[src/rtl/mu0_mem_arbiter.sv]
// mu0_mem_arbiter: shares the single MU0 memory port between the core and a
// debug/DMA requester. The core is stalled through cpu_en_o only when debug
// takes a cycle the core wanted. A run counter bounds how long debug can
// wait behind continuous core traffic.
//
// Handshake (debug side): dbg_req_i is raised with dbg_we_i/dbg_addr_i/
// dbg_wdata_i stable and held until dbg_ack_o; dbg_ack_o pulses for exactly
// one cycle, the cycle after the memory access, with dbg_rdata_o valid in
// that same cycle for reads. A requester may keep dbg_req_i high through the
// ack cycle to queue the next access, which is granted no earlier than the
// cycle after the ack.
module mu0_mem_arbiter #(
    parameter int ADDR_W      = 12,
    parameter int DATA_W      = 16,
    parameter int RUN_W       = 3,
    parameter int MAX_CPU_RUN = 4,
    parameter int CNT_W       = 16
) (
    input  logic              clk_i,
    input  logic              rst_ni,
    input  logic [ADDR_W-1:0] cpu_addr_i,
    input  logic              cpu_rd_i,
    input  logic              cpu_wr_i,
    input  logic [DATA_W-1:0] cpu_wdata_i,
    output logic [DATA_W-1:0] cpu_rdata_o,
    output logic              cpu_en_o,
    input  logic              dbg_req_i,
    input  logic              dbg_we_i,
    input  logic [ADDR_W-1:0] dbg_addr_i,
    input  logic [DATA_W-1:0] dbg_wdata_i,
    output logic              dbg_ack_o,
    output logic [DATA_W-1:0] dbg_rdata_o,
    output logic [ADDR_W-1:0] mem_addr_o,
    output logic              mem_rd_o,
    output logic              mem_wr_o,
    output logic [DATA_W-1:0] mem_wdata_o,
    input  logic [DATA_W-1:0] mem_rdata_i,
    output logic [CNT_W-1:0]  stall_count_o,
    output logic              err_o,
    output logic              state_o
);

    typedef enum logic {
        IDLE = 1'b0,
        ACK  = 1'b1
    } state_e;

    localparam logic [RUN_W-1:0] RUN_MAX = RUN_W'(MAX_CPU_RUN);

    state_e             state_q, state_d;
    logic [RUN_W-1:0]   run_q, run_d;
    logic [DATA_W-1:0]  dbg_rdata_q, dbg_rdata_d;
    logic [CNT_W-1:0]   stall_q, stall_d;
    logic               err_q, err_d;

    logic cpu_acc;
    logic dbg_pend;
    logic run_full;
    logic grant_dbg;
    logic grant_cpu;
    logic cpu_en;

    // Grant decision: debug takes idle core cycles for free, and forces a
    // stall only once the core has won MAX_CPU_RUN times in a row.
    always_comb begin
        cpu_acc   = cpu_rd_i | cpu_wr_i;
        dbg_pend  = dbg_req_i & (state_q == IDLE);
        run_full  = (run_q >= RUN_MAX);
        grant_dbg = dbg_pend & (~cpu_acc | run_full);
        grant_cpu = cpu_acc & ~grant_dbg;
        // Core is held while in reset and whenever debug steals its access.
        cpu_en    = rst_ni & ~(dbg_pend & cpu_acc & run_full);
    end

    // Memory port mux; a simultaneous core read+write resolves to a write.
    always_comb begin
        mem_addr_o  = cpu_addr_i;
        mem_wdata_o = cpu_wdata_i;
        mem_rd_o    = 1'b0;
        mem_wr_o    = 1'b0;
        if (grant_dbg) begin
            mem_addr_o  = dbg_addr_i;
            mem_wdata_o = dbg_wdata_i;
            mem_rd_o    = rst_ni & ~dbg_we_i;
            mem_wr_o    = rst_ni & dbg_we_i;
        end else if (grant_cpu) begin
            mem_rd_o    = rst_ni & cpu_rd_i & ~cpu_wr_i;
            mem_wr_o    = rst_ni & cpu_wr_i;
        end
    end

    // Next-state, run counter, captured read data, statistics and error flag.
    always_comb begin
        state_d     = state_q;
        run_d       = run_q;
        dbg_rdata_d = dbg_rdata_q;
        stall_d     = stall_q;
        err_d       = err_q | (cpu_rd_i & cpu_wr_i);

        case (state_q)
            IDLE: if (grant_dbg) state_d = ACK;
            ACK:  state_d = IDLE;
            default: state_d = IDLE;
        endcase

        if (grant_dbg || !dbg_pend) begin
            run_d = '0;
        end else if (cpu_acc) begin
            run_d = run_q + 1'b1;
        end

        if (grant_dbg && !dbg_we_i) begin
            dbg_rdata_d = mem_rdata_i;
        end

        if (!cpu_en && (stall_q != {CNT_W{1'b1}})) begin
            stall_d = stall_q + 1'b1;
        end
    end

    // State registers with asynchronous active-low reset.
    always_ff @(posedge clk_i or negedge rst_ni) begin
        if (!rst_ni) begin
            state_q     <= IDLE;
            run_q       <= '0;
            dbg_rdata_q <= '0;
            stall_q     <= '0;
            err_q       <= 1'b0;
        end else begin
            state_q     <= state_d;
            run_q       <= run_d;
            dbg_rdata_q <= dbg_rdata_d;
            stall_q     <= stall_d;
            err_q       <= err_d;
        end
    end

    assign cpu_rdata_o   = mem_rdata_i;
    assign cpu_en_o      = cpu_en;
    assign dbg_ack_o     = (state_q == ACK);
    assign dbg_rdata_o   = dbg_rdata_q;
    assign stall_count_o = stall_q;
    assign err_o         = err_q;
    assign state_o       = state_q;

endmodule

[config.mk]
export PLATFORM = sky130hd
export DESIGN_NAME = mu0_mem_arbiter
export DESIGN_NICKNAME = d
export VERILOG_FILES = /design/src/rtl/mu0_mem_arbiter.sv
export SDC_FILE = /design/constraint.sdc
export NUM_CORES = 1
export LEC_CHECK = 0
export CAP_MARGIN = 20
export CORE_MARGIN = 3
export CORE_UTILIZATION = 55
export DETAILED_ROUTE_END_ITERATION = 8
export DONT_BUFFER_PORTS = 1
export PLACE_DENSITY_LB_ADDON = 0.1
export SLEW_MARGIN = 10
export SYNTH_ARGS = -nofsm -noshare
export SYNTH_HDL_FRONTEND = slang
export SYNTH_SLANG_ARGS = --single-unit
[constraint.sdc]
create_clock -name clk_i -period 1.8 [get_ports clk_i]
set_input_delay 0.36 -clock clk_i [delete_from_list [all_inputs] [get_ports clk_i]]
set_output_delay 0.36 -clock clk_i [all_outputs]
set_load 0.02 [all_outputs]
After elaboration in Yosys (flattened, before gate mapping)
Index checks and enable logic that the tools add are counted.

Div/mod/pow operators: 0. $lt $le $gt $ge: 1. Muxes and demuxes: 10. Equal/unequal tests: 1. Multiply operators: 0. Add/sub/neg operators: 2. Shift-type cells: 0. Reductions and logical operators: 7. Bitwise operators: 21.

Operators with widths (count): $add A16 B1 Y16 const B (1); $mux W16 (1); $ne A16 B16 Y1 const B (1); $and A1 B1 Y1 (12); $mux W12 (1); $mux W3 (2); $not A1 Y1 (6); $mux W1 (5); $add A3 B1 Y3 const B (1); $ge A3 B3 Y1 const B (1); $logic_not A1 Y1 (3); $or A1 B1 Y1 (3); $logic_and A1 B1 Y1 (2); $pmux W1 S2 (1); $reduce_bool A2 Y1 (1); $logic_or A1 B1 Y1 (1).

Memories kept: 0. Output and inout bits: 82. Bits in latches: 0. Word-level logic and storage cells: 47. Memory bits (read-only): 0. Flip-flop bits (word level): 37. Bits in writable memories: 0.

Depth between registers and ports, before layout
Depth in word-level cells: 8. Depth in mapped cells: 6. Depth with buffers taken out: 5.

Worst setup path before layout
No wires, ideal clock.

Kind: flip-flop to output port. Start: reg state_q, in the netlist dbg_ack_o. End: out mem_rd_o. Path slack: -0.010 ns. Path buffers: 1. Cell stages (with the launch flop): 6. Data arrival time: 1.450 ns. Cells stage by stage: dfrtp_1 > nor2b_1 > o21ai_2 > nor2_2 > buf_4 > o21a_1.

Word-level cells in the longest chain between the ends: 7.

RTL lines: start: declaration (line 50) `state_e state_q, state_d;`; start signal: assignment (line 130) `state_q <= state_d;`; $not A1 Y1 (*) (line 67) `dbg_pend = dbg_req_i & (state_q == IDLE);`; $and A1 B1 Y1 (*) (line 67); $and A1 B1 Y1 (*) (line 69) `grant_dbg = dbg_pend & (~cpu_acc | run_full);`; $not A1 Y1 (line 70) `grant_cpu = cpu_acc & ~grant_dbg;`; $and A1 B1 Y1 (line 70); $mux W1 (line 86) `end else if (grant_cpu) begin`; $mux W1 (*) (line 81) `if (grant_dbg) begin`; end: declaration (line 34) `output logic mem_rd_o,`.

Every way passes the cells marked *; elsewhere a longest branch is shown, timed or not.

Final worst setup path
Ends and elaborated chain as after synthesis.

==> results.cfg <==
[run_status]
status = finished, violations left
failed_checks = setup timing

[finish]
diodes = 0
layout_cells_excl_fill = 242
n_fill_cell = 283
fin_nets = 274
layout-area-overhead-vs-synth_pct = 17.76
register_area_um2 = 925.9
multi_input_area_mm2 = 0.001156
final_layout_size_suffix_gt1_frac = 0.4742

[timing]
unrepaired_setup_endpoints_after_global_routing = yes
final_report_setup_violation_count = 30
fin_tns_setup_ps = -1888
hold_violation_count_in_the_final_report = 0
worst_pin_slew_ps = 385.4
worst_clock_skew_ps = 5.884
timing.max_slew.rel_slack = 0.7394
fin_crit_sh = 1.067
timing.hold.ws_ps = 194.7
fmax_mhz = 520.8
post-route-min-period_ps = 1920
final_max_slew_viol_count = 0
finalWorstSetupSlack_ps = -120.3

[placed_design]
pre_cts_ws_ps = 158.9
placer_s_final_routability_congestion_estimate = 0.8608
placed_cells = 228
placement.io_buffers = 0
detailedPlacementHpwl_mm = 3.974

[synth]
synth_seq_area_share = 0.4268
postSynthRegisterBits = 37
synth.net_count = 261
netlist_instances = 180
synth.lib_cells_used.distinct = 36
synthFlopType = dfrtp_1
synth_edf_count = 0
synthesis.yosys.warnings = 0
synth.top_cells.by_area = dfrtp_1 (43%), mux2_2 (23%), buf_4 (6.2%)
synth_top_cells_by_count = mux2_2 (44), dfrtp_1 (37), buf_4 (18)
asyncSetResetFlopFracSynth = 1.000
yosysTopAreaCellShare = 0.4268
synthesis.area_mm2 = 0.002170
post-synth-top-area-cell = dfrtp_1
avg_synthesized_cell_area_um2 = 12.05
post-synth-top-count-cell = mux2_2

[pwr]
proportion_of_power_drawn_by_combinational_gates = 0.329
intPower_mw = 1.906
power.switching_fraction = 0.3756
switchingPower_mw = 1.146
power.static_leakage_nw = 1.163
power_mw = 3.052
power.sequential.fraction = 0.440
power.ir.vdd_worst_uv = 824.6
cellPowerDensity_mw_per_mm2 = 1195
clkPwrFrac = 0.231

[global_route]
grt_pass1_vias = 1380
globalRoute.totalOverflow = 0
grt_max_degree = 38
grt_first_pass_wirelength_mm = 7.231
grt_use_total = 0.2085
antenna_violations_before_repair = 0

[clock_tree]
clock_path_buffers = 2
tritoncts_num_sinks = 37
worst_setup_hold_path_clk_slew_ps = 70
cts.htree.levels = 2
cts_tree = done
cts-buffers-inserted = 5
worstSkewPairLatency_ps = 280
cts-root-buf = clkbuf_8

[worst_setup_path]
path_depth = 5
crit_path_max_incr_delay_ps = 390
reg2reg_to = stall_count_o[1]
slowest_stage = dfrtp_1
required_ps = 1440
cp_capture_point = mem_rd_o
critical_path_class = reg2out
reg2reg_setup_slack_ps = 130
regToRegStartpoint = stall_count_o[0]
crit_path_max_fanout = 8
worstPathCellList = nor2b_2 > o21ai_4 > clkbuf_16 > and3b_1 > o21a_2
worstSetupStartpoint = dbg_ack_o
crit_path_end_kind = primary output
crit_buf_inv = 1
critical_path.startpoint_type = flop
cpLargestDelayFamily = flip-flops
reg2regPathDepth = 5
critical_path_arrival_ps = 1560

[floorplan]
placementRows = 22
design.die.area_mm2 = 0.004734
boundaryPins = 160
die_h_um = 68.81
die-width_um = 68.81
floorplan.core_area_mm2 = 0.003744
start_util = 0.5795

[routing]
wire_per_inst_um = 21.84
drcViolationCount = 0
post_drt_via_cell_ratio = 5.996
detailedRoute.firstPassIterationCount = 4
routed_wl_mm = 5.285
drtIter0Drc = 51
dr_total_vias = 1451
detail-route-antenna-nets = 0

[flow_run]
number_of_maximum_capacitance_constraint_violations = 0

[hold_path]
min_path_type = in2reg
-- registers in the layout (all words and copies together), names as in the netlist --
name / cells
dbg_ack_o: 1
dbg_rdata_o: 16
err_o: 1
run_q: 3
stall_count_o: 16
-- worst min path at each step --
| stage | cells past startpoint | slack, ps | from | to |
|---|---|---|---|---|
| final | 1 | 190 | cpu_wr_i | err_o |
| after global routing | 1 | 190 | cpu_wr_i | err_o |
| after CTS | 1 | 190 | cpu_wr_i | err_o |
| after detailed placement | 0 | 70 | rst_ni | dbg_rdata_o[9] |
| after global placement | 0 | 70 | rst_ni | dbg_rdata_o[13] |
| after floorplan | 0 | 60 | rst_ni | dbg_ack_o |
-- cells in the final DEF (no fill, tap or decap), drive strengths merged, types with 4 or more instances in the layout --
master   n
mux2    45
dfrtp   37
buf     27
xor2    14
nor4     7
nand4    6
nand2    6
clkbuf   6
nor3     4
nand3    4
nor2     4
-- worst reg2reg max path: stages, from the launching register on --
cell and delay, ps:
dfrtp_1 390, ha_4 170, nand4_1 140, nor4_4 410
nor2_1 120, mux2_1 320
-- cell type report --
class / instances / area share
clock buffer: 5 / 0.02693
clock inverter: 3 / 0.01812
inverter: 3 / 0.004407
multi-input combinational: 117 / 0.4525
sequential: 37 / 0.3624
tap: 48 / 0.02351
timing repair buffer: 29 / 0.1121
-- metrics by stage --
stage | cell area, um^2 | util
after floorplan | 2175 | -
after global placement | 2260 | 0.6036
after detailed placement | 2260 | 0.6036
after CTS | 2409 | 0.6434
after global routing | 2555 | 0.6825
final | 2555 | 0.6825
-- power groups by stage --
stage | clock network (mW) | registers [mW] | logic [mW]
3_3_place_gp | 0 | 1.34 | 0.909
4_1_cts | 0.729 | 1.34 | 0.962
6_report | 0.705 | 1.34 | 1.00
2_1_floorplan | 0 | 1.51 | 0.479
3_5_place_dp | 0 | 1.35 | 0.935
5_1_grt | 0.784 | 1.38 | 1.08
-- layer usage --
layer | vias to the layer above | GRT usage | part of all wire
li1 | 653 | - | -
met1 | 709 | 0.2454 | 0.38
met2 | 85 | 0.3611 | 0.53
met3 | 4 | 0.05997 | 0.084
met4 | 0 | 0.07299 | 0.0096
met5 | - | 0 | 0
-- cell families after synthesis --
family / count (synthesis) / share of synthesized area
multiplexers: 46 / 0.2382
adder cells (fa/ha/maj): 3 / 0.01730
XOR/XNOR: 15 / 0.06056
buffers and inverters: 26 / 0.08477
flip-flops: 37 / 0.4268
AND/OR/NAND/NOR: 48 / 0.1511
AO/OA/AOI/OAI: 5 / 0.02134
-- what timing repair did --
action                                 in CTS  in global routing
setup endpoints to repair                  30                 37
cloned                                      0                  2
setup buffers                               0                  2
pin swaps                                   0                  2
endpoints found under the hold margin      37                  0
resized for setup                           2                 23
hold buffers                                2                  0
Power figures use the tool's default switching activity.
